[src/rtl/riscv_pkg.sv]
// rtl/riscv_pkg.sv - RV32I opcodes, ALU control encoding and immediate extraction
package riscv_pkg;

    localparam int XLEN = 32;

    localparam logic [6:0] OP     = 7'b0110011;
    localparam logic [6:0] OP_IMM = 7'b0010011;
    localparam logic [6:0] LUI    = 7'b0110111;
    localparam logic [6:0] AUIPC  = 7'b0010111;
    localparam logic [6:0] LOAD   = 7'b0000011;
    localparam logic [6:0] STORE  = 7'b0100011;
    localparam logic [6:0] BRANCH = 7'b1100011;
    localparam logic [6:0] JAL    = 7'b1101111;
    localparam logic [6:0] JALR   = 7'b1100111;

    typedef enum logic [3:0] {
        ALU_ADD  = 4'b0000,
        ALU_SUB  = 4'b1000,
        ALU_SLL  = 4'b0001,
        ALU_SLT  = 4'b0010,
        ALU_SLTU = 4'b0011,
        ALU_XOR  = 4'b0100,
        ALU_SRL  = 4'b0101,
        ALU_OR   = 4'b0110,
        ALU_AND  = 4'b0111,
        ALU_SRA  = 4'b1111
    } aluctrl_t;

    function automatic logic [31:0] imm_i(input logic [31:0] instr);
        return {{20{instr[31]}}, instr[31:20]};
    endfunction

    function automatic logic [31:0] imm_s(input logic [31:0] instr);
        return {{20{instr[31]}}, instr[31:25], instr[11:7]};
    endfunction

    function automatic logic [31:0] imm_u(input logic [31:0] instr);
        return {instr[31:12], 12'b0};
    endfunction

endpackage

[src/rtl/alu_decode.sv]
// rtl/alu_decode.sv - combinational RV32I decode into ALU operands and control
// Ports: instr/pc/rs1_data/rs2_data in; op1, op2, aluctrl, rd, regwrite, illegal out.
module alu_decode
    import riscv_pkg::*;
(
    input  logic [31:0] instr,
    input  logic [31:0] pc,
    input  logic [31:0] rs1_data,
    input  logic [31:0] rs2_data,
    output logic [31:0] op1,
    output logic [31:0] op2,
    output aluctrl_t    aluctrl,
    output logic [4:0]  rd,
    output logic        regwrite,
    output logic        illegal
);

    logic [6:0] opcode;
    logic [2:0] funct3;
    logic       f7b5;
    logic       wr_en;

    assign opcode = instr[6:0];
    assign funct3 = instr[14:12];
    assign f7b5   = instr[30];
    assign rd     = instr[11:7];
    // Writes to x0 are architecturally discarded; suppress them here.
    assign regwrite = wr_en && (rd != 5'd0);

    // Shared funct3 table for OP and OP-IMM; sub_ok is false for OP-IMM so
    // that ADDI with imm[10] set never turns into SUB.
    function automatic aluctrl_t arith(input logic [2:0] f3, input logic f7, input logic sub_ok);
        case (f3)
            3'b000:  return (sub_ok && f7) ? ALU_SUB : ALU_ADD;
            3'b001:  return ALU_SLL;
            3'b010:  return ALU_SLT;
            3'b011:  return ALU_SLTU;
            3'b100:  return ALU_XOR;
            3'b101:  return f7 ? ALU_SRA : ALU_SRL;
            3'b110:  return ALU_OR;
            default: return ALU_AND;
        endcase
    endfunction

    always_comb begin
        op1     = 32'd0;
        op2     = 32'd0;
        aluctrl = ALU_ADD;
        wr_en   = 1'b0;
        illegal = 1'b0;
        case (opcode)
            OP: begin
                op1     = rs1_data;
                op2     = (funct3[1:0] == 2'b01) ? {27'b0, rs2_data[4:0]} : rs2_data;
                aluctrl = arith(funct3, f7b5, 1'b1);
                wr_en   = 1'b1;
            end
            OP_IMM: begin
                op1     = rs1_data;
                op2     = (funct3[1:0] == 2'b01) ? {27'b0, instr[24:20]} : imm_i(instr);
                aluctrl = arith(funct3, f7b5, 1'b0);
                wr_en   = 1'b1;
            end
            LUI: begin
                op2   = imm_u(instr);
                wr_en = 1'b1;
            end
            AUIPC: begin
                op1   = pc;
                op2   = imm_u(instr);
                wr_en = 1'b1;
            end
            LOAD: begin
                op1   = rs1_data;
                op2   = imm_i(instr);
                wr_en = 1'b1;
            end
            STORE: begin
                op1 = rs1_data;
                op2 = imm_s(instr);
            end
            BRANCH: begin
                op1 = rs1_data;
                op2 = rs2_data;
                case (funct3[2:1])
                    2'b10:   aluctrl = ALU_SLT;
                    2'b11:   aluctrl = ALU_SLTU;
                    default: aluctrl = ALU_SUB;
                endcase
            end
            JAL, JALR: begin
                op1   = pc;
                op2   = 32'd4;
                wr_en = 1'b1;
            end
            default: illegal = 1'b1;
        endcase
    end

endmodule

[src/rtl/alu_issue_stage.sv]
// rtl/alu_issue_stage.sv - ID/EX issue register feeding the execute ALU
// Ports: clk, rst_n; in_* bundle with in_valid/in_ready; flush;
//        out_valid/out_ready with op1, op2, aluctrl, rd, regwrite, illegal.
module alu_issue_stage
    import riscv_pkg::*;
#(
    parameter int XLEN_P = XLEN
) (
    input  logic              clk,
    input  logic              rst_n,
    input  logic              in_valid,
    output logic              in_ready,
    input  logic [31:0]       in_instr,
    input  logic [XLEN_P-1:0] in_pc,
    input  logic [XLEN_P-1:0] in_rs1_data,
    input  logic [XLEN_P-1:0] in_rs2_data,
    input  logic              flush,
    output logic              out_valid,
    input  logic              out_ready,
    output logic [XLEN_P-1:0] op1,
    output logic [XLEN_P-1:0] op2,
    output logic [3:0]        aluctrl,
    output logic [4:0]        rd,
    output logic              regwrite,
    output logic              illegal
);

    logic [31:0] op1_d, op2_d;
    aluctrl_t    aluctrl_d;
    logic [4:0]  rd_d;
    logic        regwrite_d, illegal_d;

    logic        out_valid_q, out_valid_d;
    logic [31:0] op1_q, op2_q;
    logic [3:0]  aluctrl_q;
    logic [4:0]  rd_q;
    logic        regwrite_q, illegal_q;
    logic        accept, load;

    alu_decode u_decode (
        .instr    (in_instr),
        .pc       (in_pc),
        .rs1_data (in_rs1_data),
        .rs2_data (in_rs2_data),
        .op1      (op1_d),
        .op2      (op2_d),
        .aluctrl  (aluctrl_d),
        .rd       (rd_d),
        .regwrite (regwrite_d),
        .illegal  (illegal_d)
    );

    assign in_ready = !out_valid_q || out_ready;
    assign accept   = in_valid && in_ready;
    // A bundle arriving alongside flush is dropped, so the data registers
    // are not loaded either; out_valid alone carries the kill.
    assign load     = accept && !flush;

    always_comb begin
        out_valid_d = out_valid_q;
        if (flush) begin
            out_valid_d = 1'b0;
        end else if (accept) begin
            out_valid_d = 1'b1;
        end else if (out_ready) begin
            out_valid_d = 1'b0;
        end
    end

    always_ff @(posedge clk or negedge rst_n) begin
        if (!rst_n) begin
            out_valid_q <= 1'b0;
            op1_q       <= '0;
            op2_q       <= '0;
            aluctrl_q   <= ALU_ADD;
            rd_q        <= '0;
            regwrite_q  <= 1'b0;
            illegal_q   <= 1'b0;
        end else begin
            out_valid_q <= out_valid_d;
            if (load) begin
                op1_q      <= op1_d;
                op2_q      <= op2_d;
                aluctrl_q  <= aluctrl_d;
                rd_q       <= rd_d;
                regwrite_q <= regwrite_d;
                illegal_q  <= illegal_d;
            end
        end
    end

    assign out_valid = out_valid_q;
    assign op1       = op1_q;
    assign op2       = op2_q;
    assign aluctrl   = aluctrl_q;
    assign rd        = rd_q;
    assign regwrite  = regwrite_q;
    assign illegal   = illegal_q;

endmodule

[config.mk]
export PLATFORM = sky130hd
export DESIGN_NAME = alu_issue_stage
export DESIGN_NICKNAME = d
export VERILOG_FILES = /design/src/rtl/riscv_pkg.sv /design/src/rtl/alu_decode.sv /design/src/rtl/alu_issue_stage.sv
export SDC_FILE = /design/constraint.sdc
export NUM_CORES = 1
export LEC_CHECK = 0
export CORE_ASPECT_RATIO = 1.75
export CORE_MARGIN = 2
export CORE_UTILIZATION = 40
export DETAILED_ROUTE_END_ITERATION = 7
export MAX_ROUTING_LAYER = met4
export PLACE_DENSITY_LB_ADDON = 0.3
export REMOVE_ABC_BUFFERS = 1
export SLEW_MARGIN = 20
export SYNTH_ARGS = -nofsm -noshare
export SYNTH_HDL_FRONTEND = slang
export SYNTH_SLANG_ARGS = --single-unit
[constraint.sdc]
create_clock -name clk -period 1.7 [get_ports clk]
set_input_delay 0.34 -clock clk [delete_from_list [all_inputs] [get_ports clk]]
set_output_delay 0.34 -clock clk [all_outputs]
set_load 0.01 [all_outputs]
# ---- Yosys cells after proc, flatten, opt, wreduce, memory -nomap -nowiden
# Cells that the tools add are included.
dict set report op_classes {
  reduce_logical 15
  n_eq_ne 18
  mux 15
}
# operator n
set op_table {}
lappend op_table {{$pmux W32 S7} 1}
lappend op_table {{$mux W32} 2}
lappend op_table {{$pmux W32 S2} 1}
lappend op_table {{$pmux W4 S7} 2}
lappend op_table {{$eq A7 B6 Y1 const B} 3}
lappend op_table {{$eq A7 B7 Y1 const B} 3}
lappend op_table {{$eq A7 B5 Y1 const B} 2}
lappend op_table {{$pmux W4 S3} 1}
lappend op_table {{$eq A3 B3 Y1 const B} 3}
lappend op_table {{$reduce_or A9 Y1} 1}
lappend op_table {{$mux W4} 2}
lappend op_table {{$pmux W4 S2} 1}
lappend op_table {{$eq A7 B2 Y1 const B} 1}
lappend op_table {{$reduce_or A7 Y1} 1}
lappend op_table {{$eq A3 B2 Y1 const B} 2}
lappend op_table {{$mux W1} 5}
lappend op_table {{$reduce_bool A5 Y1} 1}
lappend op_table {{$reduce_or A5 Y1} 1}
lappend op_table {{$eq A2 B2 Y1 const B} 2}
lappend op_table {{$reduce_or A2 Y1} 2}
lappend op_table {{$eq A3 B1 Y1 const B} 1}
lappend op_table {{$logic_and A1 B1 Y1} 3}
lappend op_table {{$logic_not A3 Y1} 1}
lappend op_table {{$reduce_bool A3 Y1} 1}
lappend op_table {{other kinds (4)} 5}
dict set report totals {
  inputBits 133
  regBits 76
  word_cells 55
  out_inout_bits 77
}

# ---- Logic depth before layout (Yosys ltp)
# Gate-level depths: netlist of run 1.
dict set report logic_depth {
  depth_word 5
  ltp_mapped 8
  depth_no_buf 5
}

# ---- Cells and area by module
# A second synthesis of run 1 with hierarchy kept.
dict set report unflattened {
  cells_unflattened 299
  area_unflattened_um2 3916.3
}
# module instances area_each_um2 cells_per_inst
set by_module_without_submodules {}
lappend by_module_without_submodules {alu_issue_stage 1 2857.7 164}
lappend by_module_without_submodules {alu_decode 1 1058.5 135}

# ---- Worst setup path before layout of run 1
# OpenSTA, ideal clock, no wires.
dict set report synth_timing {
  path_type {flip-flop to flip-flop}
  from {register out_valid_q (netlist: out_valid)}
  to {register op1_q[10] (netlist: op1[10])}
  slack_ns 0.186
  required_time_ns 1.635
  arrival_ns 1.449
  path_stages_with_launch 8
  cell_sequence {dfrtp_1 -> nor2b_1 -> nor3b_2 -> buf_2 -> o21a_1 -> buf_2 -> nand2_1 -> nand2_1}
}
dict set report synth_between {
  elab_chain_cells 4
}
# element line_no
set synth_lines {}
lappend synth_lines {{start, declared} alu_issue_stage.sv:33} ;# logic out_valid_q, out_valid_d;
lappend synth_lines {{start signal, assigned} alu_issue_stage.sv:80} ;# out_valid_q <= out_valid_d;
lappend synth_lines {{$logic_not A1 Y1} alu_issue_stage.sv:53} ;# assign in_ready = !out_valid_q || out_ready;
lappend synth_lines {{$logic_or A1 B1 Y1} alu_issue_stage.sv:53}
lappend synth_lines {{$logic_and A1 B1 Y1} alu_issue_stage.sv:54} ;# assign accept = in_valid && in_ready;
lappend synth_lines {{$logic_and A1 B1 Y1} alu_issue_stage.sv:57} ;# assign load = accept && !flush;
lappend synth_lines {{end signal, assigned} alu_issue_stage.sv:82} ;# op1_q <= op1_d;
lappend synth_lines {{end, declared} alu_issue_stage.sv:34} ;# logic [31:0] op1_q, op2_q;
# Every way passes these cells.
# A chain may end at the register's enable or synchronous reset.

# ---- Worst setup path after layout of run 1
dict set report layout_timing {
  from {input in_instr[13]}
  to {register op2_q[24] (netlist: op2[24])}
}
dict set report layout_between {
  elab_chain_cells 3
  elab_cells_between_ends 4
  cone_classes {eq/ne (1); mux (3)}
}
# element line_no
set layout_lines {}
lappend layout_lines {{start, declared} alu_issue_stage.sv:13} ;# input logic [31:0] in_instr,
lappend layout_lines {{$eq A2 B1 Y1 (*)} {alu_decode.sv:54, alu_decode.sv:60}}
lappend layout_lines {{$mux W32 (on tied branches)} {alu_decode.sv:60, alu_decode.sv:54}}
lappend layout_lines {{$pmux W32 S7 (*)} alu_decode.sv:51} ;# case (opcode)
lappend layout_lines {{end signal, assigned} alu_issue_stage.sv:83} ;# op2_q <= op2_d;
lappend layout_lines {{end, declared} alu_issue_stage.sv:34}
# Every way passes the cells marked *; elsewhere a longest branch is shown, timed or not.

==> impl_metrics.ini, run 1 <==
[finish]
finish.utilization_pct = 73.7
drive_gt1_share_pct = 22.6
nNetsFinal = 779
syn2layout_area_growth_pct = 79.0
n_antenna_cell = 0
finalNonFillerCells = 772
final_area_um2 = 7020

[timing]
period_share_pct = 98.9
holdWs_ns = 0.464
worst_slew_margin_rel_pct = 68.1
max_freq_mhz = 595
worst_slew_pin_slew_ns = 0.478
clock_skew_ns = 0.00230
maxSlewViolCount = 0
hold_violations = 0
setup-violations-final = 0
rsz0062_at_grt = yes
min_period_ns = 1.68

[floorplanning]
io_pins = 210
die_w_um = 78.9
die_h_um = 135
coreArea_um2 = 9530
die_area_um2 = 10600
std_cell_rows = 47
initial_core_util_pct = 41.2

[detailed_routing]
highest-signal-layer = met4
vias = 4162
wl_per_cell_um = 18.6
drc = 0
wl_met1_mm = 4.92
wl_met3_um = 879
routed_wl_mm = 14.4
drtIter0Drc = 221
viasPerCell = 5.39
dr.pass1.iters = 5
ant_nets = 0
wl_met2_mm = 8.01

[synthesis]
syn_area_per_cell_um2 = 9.88
seq_area_frac_synth_pct = 48.5
ys_ff_latch = 76
synth_enable_flop_cells = 0
yosys.cell_types.count = 42
ys.warnings.count = 0
synth_area_um2 = 3920
synthCells = 397
ys.flop_type = dfrtp_1
postSynth.asyncResetShare_pct = 100

[pwr]
power_frac_clock_pct = 38.8
power.density_nw_per_um2 = 652
cellInternalPower_mw = 3.47
switchingPower_mw = 1.11
p_leak_nw = 3.00
pwr-share-seq_pct = 41.6
power_mw = 4.58
switching_share_pct = 24.3
peakVddDrop_mv = 0.596
comb_power_share_pct = 19.6

[placement]
io_buffers = 209
place_hpwl_mm = 10.6
dp.cells = 751
post_dp_cell_area_um2 = 6520
globalplace.congestion = 0.919

[clocking]
cts_tree = done
clkTransAtPathRegs_ns = 0.06
numCtsBuffers = 9
clk_latency_ns = 0.33
root_buffer = clkbuf_16
cts_max_level = 3
cts.sinks = 76
clockBufferDepth = 2

[setup_path]
critPathCaptureType = flip-flop
worstSetupPathType = input pin to flip-flop
cp_max_fo = 9
required_ns = 1.96
cp-start-kind = input pin
crit_arrival_ns = 1.94

[grt]
antenna_found_initial = 0
grt_pass1_vias = 4586
overflow = 0
grt_max_degree = 39
grt_usage_pct = 27.8
grt_first_pass_wirelength_mm = 22.1

[min_path]
hp-class = input pin to async pin

[job]
drv_cap = 0

[outcome]
status = finished clean
==> flip-flops by register name, summed over array words and instances, names as in the netlist <==
signal and cells:
rd 5, illegal 1, aluctrl 4, out_valid 1, op1 32, regwrite 1, op2 32
==> worst paths after layout <==
path | from | endpoint | slack (ns) | cells past startpoint
hold reg to reg | rd[3] | rd[3] | 0.47 | 2
max in group asynchronous | rst_n | rd[0] | 0.70 | 3
setup / recovery | in_instr[13] | op2[24] | 0.02 | 7
min in group clk | rd[3] | rd[3] | 0.47 | 2
hold / removal | rst_n | op1[5] | 0.46 | 2
setup reg to reg | out_valid | op2[24] | 0.06 | 7
==> routing by layer <==
layer | vias to the layer above | GRT usage [%]
met1 | 2005 | 27.2
met5 | - | -
met2 | 198 | 50.1
li1 | 1914 | -
met4 | 0 | 13.9
met3 | 45 | 7.15
==> cells in the final DEF (no fill, tap or decap), types with 3 or more instances in the layout <==
cell             synthesis  final
a21oi_1                 12     10
a221oi_1                 6      5
a221oi_2                13     14
a22oi_1                  8      6
a22oi_2                 30     32
buf_12                   0     12
buf_4                    1     43
buf_6                    8      3
clkbuf_16                0     11
clkdlybuf4s50_1          0    203
dfrtp_1                 76     76
dlymetal6s2s_1           0      3
mux2i_1                  5      5
nand2_1                120    120
nand3_1                  4      3
nand3b_1                 3      3
nor2_1                   9      8
nor3b_1                  5      5
o21ai_0                 11     11
o21ai_1                 30     23
o21ai_2                  1      8
==> per-stage QoR <==
stage | setup WS [ns] | setup TNS, ns
3_5_place_dp | -0.343 | -20.82
4_1_cts | 0.000936 | 0
2_1_floorplan | -1.83 | -104.06
5_1_grt | -0.0440 | -0.485
3_3_place_gp | -0.310 | -19.45
6_report | 0.0191 | 0
==> cells in the mapped netlist (2+ instances only) <==
master / n / area share [%]
nand2_1: 120 / 11
dfrtp_1: 76 / 48
a22oi_2: 30 / 9.6
o21ai_1: 30 / 3.8
buf_2: 21 / 2.7
a221oi_2: 13 / 5.0
a21oi_1: 12 / 1.5
o21ai_0: 11 / 1.4
nor2_1: 9 / 0.86
a22oi_1: 8 / 1.5
buf_6: 8 / 2.3
a221oi_1: 6 / 1.3
mux2i_1: 5 / 1.3
nor3b_1: 5 / 0.96
nand3_1: 4 / 0.51
nand2b_1: 3 / 0.48
nand3b_1: 3 / 0.57
a22o_1: 2 / 0.45
a31oi_1: 2 / 0.32
and2_1: 2 / 0.32
and3_1: 2 / 0.32
inv_1: 2 / 0.19
nor2b_1: 2 / 0.32
nor3_1: 2 / 0.26
o22ai_1: 2 / 0.32
==> logic make-up (layout without fill, tap and decap cells) <==
logic type	after synthesis	after routing	synth area share, %
buffers and inverters	33	286	5.45
muxes	5	5	1.28
and+or+nand+nor	161	161	18.1
DFF	76	76	48.5
AOI/OAI and AO/OA	122	122	26.7
==> worst max-delay path, stage by stage <==
cell	delay (ns)
clkdlybuf4s50_1	0.50
and2b_2	0.26
o21ai_1	0.22
and3_4	0.23
buf_4	0.18
a221oi_1	0.07
o21ai_1	0.13
==> repair_timing <==
| action | 4_1_cts | 5_1_grt |
|---|---|---|
| hold endpoints to repair | 23 | 0 |
| gates cloned | 0 | 2 |
| setup endpoints to repair | 19 | 63 |
| gates resized for setup | 6 | 31 |
| setup buffers | 1 | 2 |
| pin swaps | 1 | 4 |
| hold buffers | 1 | 0 |
==> layout make-up <==
class                   instances  area (um^2)
flip-flops and latches         76         1900
clock buffers                  13          260
multi-input cells             288         1940
inverters                       2         7.51
repair buffers                269         2740
well taps                     122          153
clock inverters                 2         10.0
fillers                       721         2510
==> power by group through the flow <==
stage / combinational, mW / clock [mW] / sequential [mW]
after detailed placement: 0.870 / 0 / 1.94
after CTS: 0.881 / 1.80 / 1.91
final: 0.898 / 1.78 / 1.91
after global routing: 0.961 / 1.88 / 1.91
after floorplan: 0.170 / 0 / 1.96
after global placement: 0.854 / 0 / 1.94
Power figures use the tool's default switching activity.
==> run 2, diff against run 1 <==
--- a/config.mk
+++ b/config.mk
@@ -5,6 +5,7 @@
 export SDC_FILE = /design/constraint.sdc
 export NUM_CORES = 1
 export LEC_CHECK = 0
+export CAP_MARGIN = 40
 export CORE_ASPECT_RATIO = 1.75
 export CORE_MARGIN = 2
 export CORE_UTILIZATION = 40
==> results of run 2 <==
Final layout, timing and power as in run 1 (identical DEF).
